--- src/rtl/pe_nz_scheduler.sv ---
// Non-zero lane scheduler: packs the set-bit indices of a node's feature mask into
// groups of up to MAC_DIM lane addresses for the downstream PE, one group per cycle.
module pe_nz_scheduler #(
  parameter int MAC_DIM    = 6,
  parameter int SPAD_WIDTH = 64,
  parameter int ADDR_WIDTH = 6,
  parameter int TAG_WIDTH  = 12
) (
  input  logic                           clk,
  input  logic                           reset,
  input  logic                           start,
  input  logic [SPAD_WIDTH-1:0]          nz_mask,
  input  logic [TAG_WIDTH-1:0]           tag_in,
  output logic                           ready,
  output logic                           issue_vld,
  output logic [ADDR_WIDTH*MAC_DIM-1:0]  nz_addr_out,
  output logic [2:0]                     nz_num,
  output logic                           acc,
  output logic                           done,
  output logic [TAG_WIDTH-1:0]           tag_out,
  output logic                           empty_vld
);

  logic [SPAD_WIDTH-1:0]         rem_q, rem_d;
  logic                          issue_vld_q, issue_vld_d;
  logic [ADDR_WIDTH*MAC_DIM-1:0] nz_addr_q, nz_addr_d;
  logic [2:0]                    nz_num_q, nz_num_d;
  logic                          acc_q, acc_d;
  logic                          done_q, done_d;
  logic [TAG_WIDTH-1:0]          tag_q, tag_d;
  logic                          empty_vld_q, empty_vld_d;

  logic [SPAD_WIDTH-1:0] src;
  logic [SPAD_WIDTH-1:0] work;
  logic                  found;
  int unsigned           cnt;

  assign ready = (rem_q == '0);

  always_comb begin
    rem_d       = rem_q;
    issue_vld_d = 1'b0;
    nz_addr_d   = '0;
    nz_num_d    = '0;
    acc_d       = 1'b0;
    done_d      = 1'b0;
    tag_d       = tag_q;
    empty_vld_d = 1'b0;
    found       = 1'b0;
    cnt         = 0;

    // A pending remainder always wins; a new mask is only looked at when idle.
    if (!ready)
      src = rem_q;
    else if (start)
      src = nz_mask;
    else
      src = '0;

    // Peel off the lowest set bits one lane at a time, clearing each as it is taken.
    work = src;
    for (int unsigned lane = 0; lane < MAC_DIM; lane++) begin
      found = 1'b0;
      for (int unsigned k = 0; k < SPAD_WIDTH; k++) begin
        if (!found && work[k]) begin
          found = 1'b1;
          work[k] = 1'b0;
          nz_addr_d[lane*ADDR_WIDTH +: ADDR_WIDTH] = ADDR_WIDTH'(k);
        end
      end
      if (found)
        cnt = cnt + 1;
    end

    if (src != '0) begin
      issue_vld_d = 1'b1;
      nz_num_d    = 3'(cnt - 1);
      acc_d       = !ready;
      done_d      = (work == '0);
      rem_d       = work;
      if (ready)
        tag_d = tag_in;
    end else if (ready && start) begin
      empty_vld_d = 1'b1;
      tag_d       = tag_in;
    end
  end

  always_ff @(posedge clk) begin
    if (reset) begin
      rem_q       <= '0;
      issue_vld_q <= 1'b0;
      nz_addr_q   <= '0;
      nz_num_q    <= '0;
      acc_q       <= 1'b0;
      done_q      <= 1'b0;
      tag_q       <= '0;
      empty_vld_q <= 1'b0;
    end else begin
      rem_q       <= rem_d;
      issue_vld_q <= issue_vld_d;
      nz_addr_q   <= nz_addr_d;
      nz_num_q    <= nz_num_d;
      acc_q       <= acc_d;
      done_q      <= done_d;
      tag_q       <= tag_d;
      empty_vld_q <= empty_vld_d;
    end
  end

  assign issue_vld   = issue_vld_q;
  assign nz_addr_out = nz_addr_q;
  assign nz_num      = nz_num_q;
  assign acc         = acc_q;
  assign done        = done_q;
  assign tag_out     = tag_q;
  assign empty_vld   = empty_vld_q;

endmodule

--- config.mk ---
export PLATFORM = sky130hd
export DESIGN_NAME = pe_nz_scheduler
export DESIGN_NICKNAME = d
export VERILOG_FILES = /design/src/rtl/pe_nz_scheduler.sv
export SDC_FILE = /design/constraint.sdc
export NUM_CORES = 1
export LEC_CHECK = 0
export CELL_PAD_IN_SITES_DETAIL_PLACEMENT = 1
export CELL_PAD_IN_SITES_GLOBAL_PLACEMENT = 1
export CORE_MARGIN = 1.5
export CORE_UTILIZATION = 39
export DETAILED_ROUTE_END_ITERATION = 10
export PLACE_DENSITY = 0.82
export SYNTH_ARGS = -nofsm -noshare
export SYNTH_HDL_FRONTEND = slang
export SYNTH_SLANG_ARGS = --single-unit
export TNS_END_PERCENT = 30
--- constraint.sdc ---
create_clock -name clk -period 9.9 [get_ports clk]
set_input_delay 2.97 -clock clk [delete_from_list [all_inputs] [get_ports clk]]
set_output_delay 2.97 -clock clk [all_outputs]
set_load 0.005 [all_outputs]
==> results.toml, run 1 <==
[floorplan]
initial_core_util_pct = 39.4
io_pins = 135
die-width_um = 208
chipHeight_um = 208
rows = 75

[yosys]
synth_warnings = 0
yosysUniqueCellTypes = 128
syn_inst = 2528
synth_most_common_cell = "nor2_1"
synth_top_area_share_pct = 13.7
synth_common_cells = "nor2_1, nand2_1, a21oi_1"
syn_nets = 2613
synth.area.top_cells = "dfxtp_1, a21oi_1, nor2_1, nand2_1, o21ai_0"
synth-seq-cells = 113
synth_edf_count = 0
yosysSeqAreaShare_pct = 13.7
yosys.area.top_type = "dfxtp_1"
ys.flop_type = "dfxtp_1"
netlist_area_um2 = 16500
syn_avg_cell_area_um2 = 6.51
synthArstFlopShare_pct = 0

[outcome]
stop_stage = "5_1_grt"
status = "aborted with a tool error"
stop_error = "[ERROR GRT-0116] Global routing finished with congestion. Check the congestion regions in the DRC Viewer."

[place]
io_buffers = 134
hpwl_um = 101000
dp.cells = 3900
place.gp.congestion = 1.32

[global_routing]
grt_use_total_pct = 92.9
gr-total-overflow = 1479
grt_pass1_vias = 41123
grt_pass1_wl_um = 313000
grt_max_degree = 52

[clocking]
cts.sinks = 113
cts-root-buf = "clkbuf_16"
h-tree-depth = 4
cts_made_buffers = 17
clockBufferDepth = 2
ctsHoldBuffers = 0
[stage by stage]
| stage | util, % | cell area [um2] | worst slack [ns] | hold WS (ns) | TNS [ns] |
|---|---|---|---|---|---|
| global placement | 57.8 | 24100 | -0.808 | 0.438 | -1.84 |
| detailed placement | 57.8 | 24100 | -1.39 | 0.449 | -11.99 |
| CTS | 61.3 | 25600 | -0.163 | 0.464 | -0.163 |
| floorplan | - | 16500 | -0.118 | 0.448 | -0.118 |
[logic make-up after synthesis]
logic type      after synthesis  synth area share, %
buf+inv                     136                 3.69
compound gates              999                 41.0
flops                       113                 13.7
fa+ha+maj                    34                 2.20
mux                           8                0.517
xor+xnor                     31                 1.70
simple gates               1207                 37.2
[per-layer routing]
metal	track usage, %	overflow
met4	96.7	397
met5	69.7	11
met1	88.1	48
met3	83.4	54
met2	107	969
[repair_timing]
item,in CTS
setup buffers,42
hold endpoints to repair,0
pin swaps,70
setup endpoints to repair,18
resized for setup,180
==> inputs of run 2 (changes only) <==
Settings changed: CELL_PAD_IN_SITES_DETAIL_PLACEMENT 1 to not set, CELL_PAD_IN_SITES_GLOBAL_PLACEMENT 1 to not set, CORE_UTILIZATION 39 to 32, PLACE_DENSITY 0.82 to not set, PLACE_DENSITY_LB_ADDON set to 0.15.
Clock period 9.9 ns to 12.9 ns, I/O delays scaled along.
==> results.toml, run 2 <==
[worst_setup_path]
required_ns = 13.26
path_max_fanout = 16
critPathKind = "primary input to flop"
rr_worst_depth = 28
critPathLaunchType = "primary input"
reg2reg_to = "nz_num[2]"
cp.arrival_ns = 12.70
crit_start = "nz_mask[36]"
r2r_start = "rem_q[9]"
r2r_slack_ns = 3.15
end_kind = "flop"
max_stage_delay_ns = 1.13
slowest_stage = "nor4_1"

[clocking]
cts.clk_slew.worst_paths_ns = 0.06
post_cts_resized = 0
clockBufferDepth = 2
clock_latency_ns = 0.49
cts_tree = "built"
h-tree-depth = 4
cts.sinks = 113
cts-root-buf = "clkbuf_16"
cts_made_buffers = 17
cts_setup_buffers = 0
ctsHoldBuffers = 0

[drt]
antenna_left = 0
wl_um = 102000
first_pass_iters = 7
drcViolationCount = 0
vias_per_cell = 6.62
vias = 22754
wl_per_cell_um = 29.7
drt_iter0_drc = 2897

[layout]
largest_reg_flops = 58
final_common_cell = "nor2_1"
layout-drive-gt1-share_pct = 13.8
top_register = "rem_q"
post-route-util_pct = 39.9
syn_to_final_growth_pct = 22.4
n_fill_cell = 5533
nets = 2838
final_cell_mix = "nor2_1, nand2_1, a21oi_1"
stdcell_count = 3439

[yosys]
syn_nets = 2613
synth_most_common_cell = "nor2_1"
synth_edf_count = 0
synth_fa_ha_area_share_pct = 2.20
synth_top_area_share_pct = 13.7
synth-compound-area-share_pct = 41.0
synth-seq-cells = 113
syn_avg_cell_area_um2 = 6.51
synth.area.top_cells = "dfxtp_1, a21oi_1, nor2_1, nand2_1, o21ai_0"
synth_top_family_by_area = "compound AO/OA/AOI/OAI gates"
yosysSeqAreaShare_pct = 13.7
netlist_area_um2 = 16500
synth_common_cells = "nor2_1, nand2_1, a21oi_1"
ys.flop_type = "dfxtp_1"
synth_xor_area_share_pct = 1.70
yosysUniqueCellTypes = 128
synth_warnings = 0
synth_mux_area_share_pct = 0.517
syn_inst = 2528
yosys.area.top_type = "dfxtp_1"
synthArstFlopShare_pct = 0
synthSimpleGateAreaFrac_pct = 37.2

[global_routing]
gr-total-overflow = 0
grt_max_degree = 52
grt_pass1_wl_um = 146000
grt_pass1_vias = 20796
grt_use_total_pct = 37.6
antenna_found_initial = 3

[place]
preCtsSetupSlack_ns = 0.435
dp.cells = 3406
hpwl_um = 85500
io_buffers = 134
place.gp.congestion = 1.04

[power_and_ir_drop]
switching_share_pct = 49.4
leakage_nw = 7.59
combPwrFrac_pct = 61.0
p_clk_share_pct = 21.8
power_density_nw_per_um2 = 118
seqPwrFrac_pct = 17.1
p_int_mw = 1.20
p_switching_mw = 1.18
peakVddDrop_mv = 0.108

[timing]
setup-tns-final_ns = 0
rsz0062_at_grt = "no"
min_period_ns = 12.34
slew_headroom_pct = 5.58
fin_skew_ns = 0.0212
final_max_slew_viol_count = 0
tightest_slew_ns = 1.38
fmax_mhz = 81.0
setup_viol = 0
min_period_over_period_pct = 95.7
finalHoldViolCount = 0
layout_setup_ws_ns = 0.560

[hold_path]
hold-path-endpoint = "tag_out[9]"
min_path_type = "flop to flop"
min_from = "tag_out[9]"
min_path_cells = 2

[floorplan]
chipHeight_um = 230
initial_core_util_pct = 32.6
die-width_um = 230
rows = 82
io_pins = 135
core_area_um2 = 50500
die-area_um2 = 52800

[job]
cap_violations = 0

[outcome]
status = "completed"
## run 2: cell counts after synthesis
No cell type changed its count.
## run 2: per-layer routing
layer  GRT usage [%]  part of all wire [%]  up-vias
met5               0                     0        -
met4            15.7                   4.6        0
met3            6.45                   8.4      209
met2            58.4                    43     1308
met1            51.1                    44    11021
li1                -                     -    10216
## run 2: worst max-delay path by stage
stage | endpoint | slack [ns]
finish | nz_num[2] | 0.56
global route | nz_num[2] | 0.42
CTS | nz_num[2] | 0.92
detailed placement | nz_num[2] | 0.43
global placement | nz_num[2] | 0.36
floorplan | nz_num[2] | 1.84
## run 2: layout make-up
class | instances | area (um2) | area share [%]
Antenna cell | 2 | 5.00 | 0.0249
Clock buffer | 21 | 460 | 2.29
Clock inverter | 10 | 135 | 0.671
Inverter | 30 | 113 | 0.559
Multi-Input combinational cell | 2279 | 13600 | 67.6
Sequential cell | 113 | 2260 | 11.2
Tap cell | 672 | 841 | 4.18
Timing Repair Buffer | 312 | 2710 | 13.5
## run 2: cells by family after synthesis
family / count (synthesis)
AND/OR/NAND/NOR: 1207
adder cells (fa/ha/maj): 34
flip-flops: 113
XOR/XNOR: 31
buffers and inverters: 136
multiplexers: 8
AO/OA/AOI/OAI: 999
## run 2: power groups by stage
stage	clock network [mW]	logic, mW	registers [mW]
6_report	0.520	1.45	0.408
5_1_grt	0.538	1.54	0.411
4_1_cts	0.526	1.41	0.408
3_5_place_dp	0	1.40	0.415
3_3_place_gp	0	1.40	0.415
2_1_floorplan	0	0.854	0.410
## run 2: metrics by stage
stage	area [um2]	hold slack [ns]	total power, mW
global placement	19500	0.439	1.82
floorplan	16500	0.448	1.26
detailed placement	19500	0.442	1.82
CTS	20100	0.449	2.34
global route	20100	0.473	2.49
finish	20100	0.446	2.38
## run 2: critical path, delay by kind of cell
| kind | cells | cell delay, ns |
|---|---|---|
| AND/OR/NAND/NOR | 15 | 5.66 |
| buffers and inverters | 2 | 0.74 |
| multiplexers | 2 | 0.55 |
| XOR/XNOR | 3 | 0.45 |
| AO/OA/AOI/OAI | 5 | 0.97 |
| adder cells (fa/ha/maj) | 2 | 0.45 |
(Power assumes the default switching activity.)
==> inputs of run 3 (changes only) <==
Clock period 12.9 ns to 13.6 ns, I/O delays scaled along.
==> results.toml, run 3 (synthesis results as in run 2) <==
[outcome]
status = "completed"

[layout]
final_cell_mix = "nor2_1, nand2_1, a21oi_1"
nets = 2803
top_register = "rem_q"
final_common_cell = "nor2_1"
layout-drive-gt1-share_pct = 12.8
n_fill_cell = 5582
largest_reg_flops = 58
regArea_um2 = 2260
multi_input_area_um2 = 13600
post-route-util_pct = 39.3
stdcell_count = 3405
syn_to_final_growth_pct = 20.6

[clocking]
clock_latency_ns = 0.48
clockBufferDepth = 2
cts_tree = "built"
ctsHoldBuffers = 0
cts_setup_buffers = 0
post_cts_resized = 0
cts.sinks = 113
cts-root-buf = "clkbuf_16"
cts.clk_slew.worst_paths_ns = 0.07
cts_made_buffers = 17
h-tree-depth = 4

[global_routing]
grt_pass1_wl_um = 147000
grt_max_degree = 51
grt_use_total_pct = 37.9
grt_pass1_vias = 20971
antenna_found_initial = 4
gr-total-overflow = 0

[place]
dp.cells = 3371
hpwl_um = 85600
place.gp.congestion = 1.05
io_buffers = 134

[drt]
drcViolationCount = 0
vias = 22703
antenna_left = 0
wl_per_cell_um = 30.2
vias_per_cell = 6.67
drt_iter0_drc = 2988
first_pass_iters = 8
wl_um = 103000

[floorplan]
rows = 82
io_pins = 135
chipHeight_um = 230
core_area_um2 = 50500
die-width_um = 230
initial_core_util_pct = 32.6
die-area_um2 = 52800

[worst_setup_path]
rr_worst_depth = 27
slowest_stage = "and3_1"
required_ns = 13.95
crit_start = "nz_mask[3]"
r2r_slack_ns = 3.55
critPathBufInv = 4
path_max_fanout = 18
reg2reg_to = "nz_num[2]"
path_delay_family = "simple AND/OR/NAND/NOR gates"
cp.arrival_ns = 13.36
critPathLaunchType = "primary input"
r2r_start = "rem_q[12]"
end_kind = "flop"
max_stage_delay_ns = 0.70
critPathKind = "primary input to flop"

[timing]
min_period_ns = 13.00
setup_viol = 0
final_max_slew_viol_count = 0
finalHoldViolCount = 0
min_period_over_period_pct = 95.6
setup-tns-final_ns = 0
tightest_slew_ns = 1.13
holdWs_ns = 0.449
rsz0062_at_grt = "no"
slew_headroom_pct = 24.3
fmax_mhz = 76.9
fin_skew_ns = 0.0209

[power_and_ir_drop]
p_clk_share_pct = 21.6
seqPwrFrac_pct = 17.2
p_total_mw = 2.24
combPwrFrac_pct = 61.2
p_int_mw = 1.12
power_density_nw_per_um2 = 113
leakage_nw = 7.42
switching_share_pct = 50.1
peakVddDrop_mv = 0.0912
p_switching_mw = 1.12

[hold_path]
min_path_type = "flop to flop"
min_from = "tag_out[9]"
hold-path-endpoint = "tag_out[9]"
min_path_cells = 2

[job]
cap_violations = 0
-- run 3: cell types whose count changed in the layout (fill, tap and decap cells not counted), sizes merged --
cell | before | now
clkbuf | 21 | 17
buf | 179 | 144
bufinv | 3 | 2
inv | 30 | 36
-- run 3: layer usage --
layer  GRT usage (%)  wire [um]  part of all wire, %
met2            59.3      44500                   43
met1            49.7      43000                   42
met4            19.0       5830                  5.7
met5               0         13                0.013
met3            7.09       9270                  9.0
-- run 3: cell type report --
class | count | share of cell area, %
diodes | 2 | 0.0252
clock buffers | 17 | 2.14
clock inverters | 15 | 0.876
inverters | 30 | 0.567
multi-input cells | 2279 | 68.6
flip-flops and latches | 113 | 11.4
well taps | 672 | 4.24
repair buffers | 277 | 12.2
-- run 3: worst min-delay path, stage by stage, from the launching register on --
cell and delay, ns:
dfxtp_1 0.30, nand2_1 0.05, a21oi_1 0.05
-- run 3: stage by stage --
stage / instance area [um2] / worst slack [ns]
after floorplan: 16500 / 2.33
after global placement: 19200 / 0.286
after detailed placement: 19200 / 0.360
after CTS: 19800 / 0.859
after global routing: 19800 / 0.176
final: 19900 / 0.598
-- run 3: power groups by stage --
| stage | sequential [mW] | clock, mW | combinational, mW |
|---|---|---|---|
| 6_report | 0.386 | 0.484 | 1.37 |
| 5_1_grt | 0.389 | 0.507 | 1.46 |
| 4_1_cts | 0.386 | 0.495 | 1.33 |
| 3_5_place_dp | 0.394 | 0 | 1.32 |
| 3_3_place_gp | 0.392 | 0 | 1.32 |
| 2_1_floorplan | 0.389 | 0 | 0.810 |
-- run 3: worst max path at each step --
| stage | endpoint | slack (ns) | cells past startpoint |
|---|---|---|---|
| after floorplan | nz_num[2] | 2.33 | 31 |
| after global placement | nz_num[2] | 0.29 | 29 |
| after detailed placement | nz_num[2] | 0.36 | 29 |
| after CTS | nz_num[2] | 0.86 | 29 |
| after global routing | nz_num[2] | 0.18 | 28 |
| final | nz_num[2] | 0.60 | 30 |
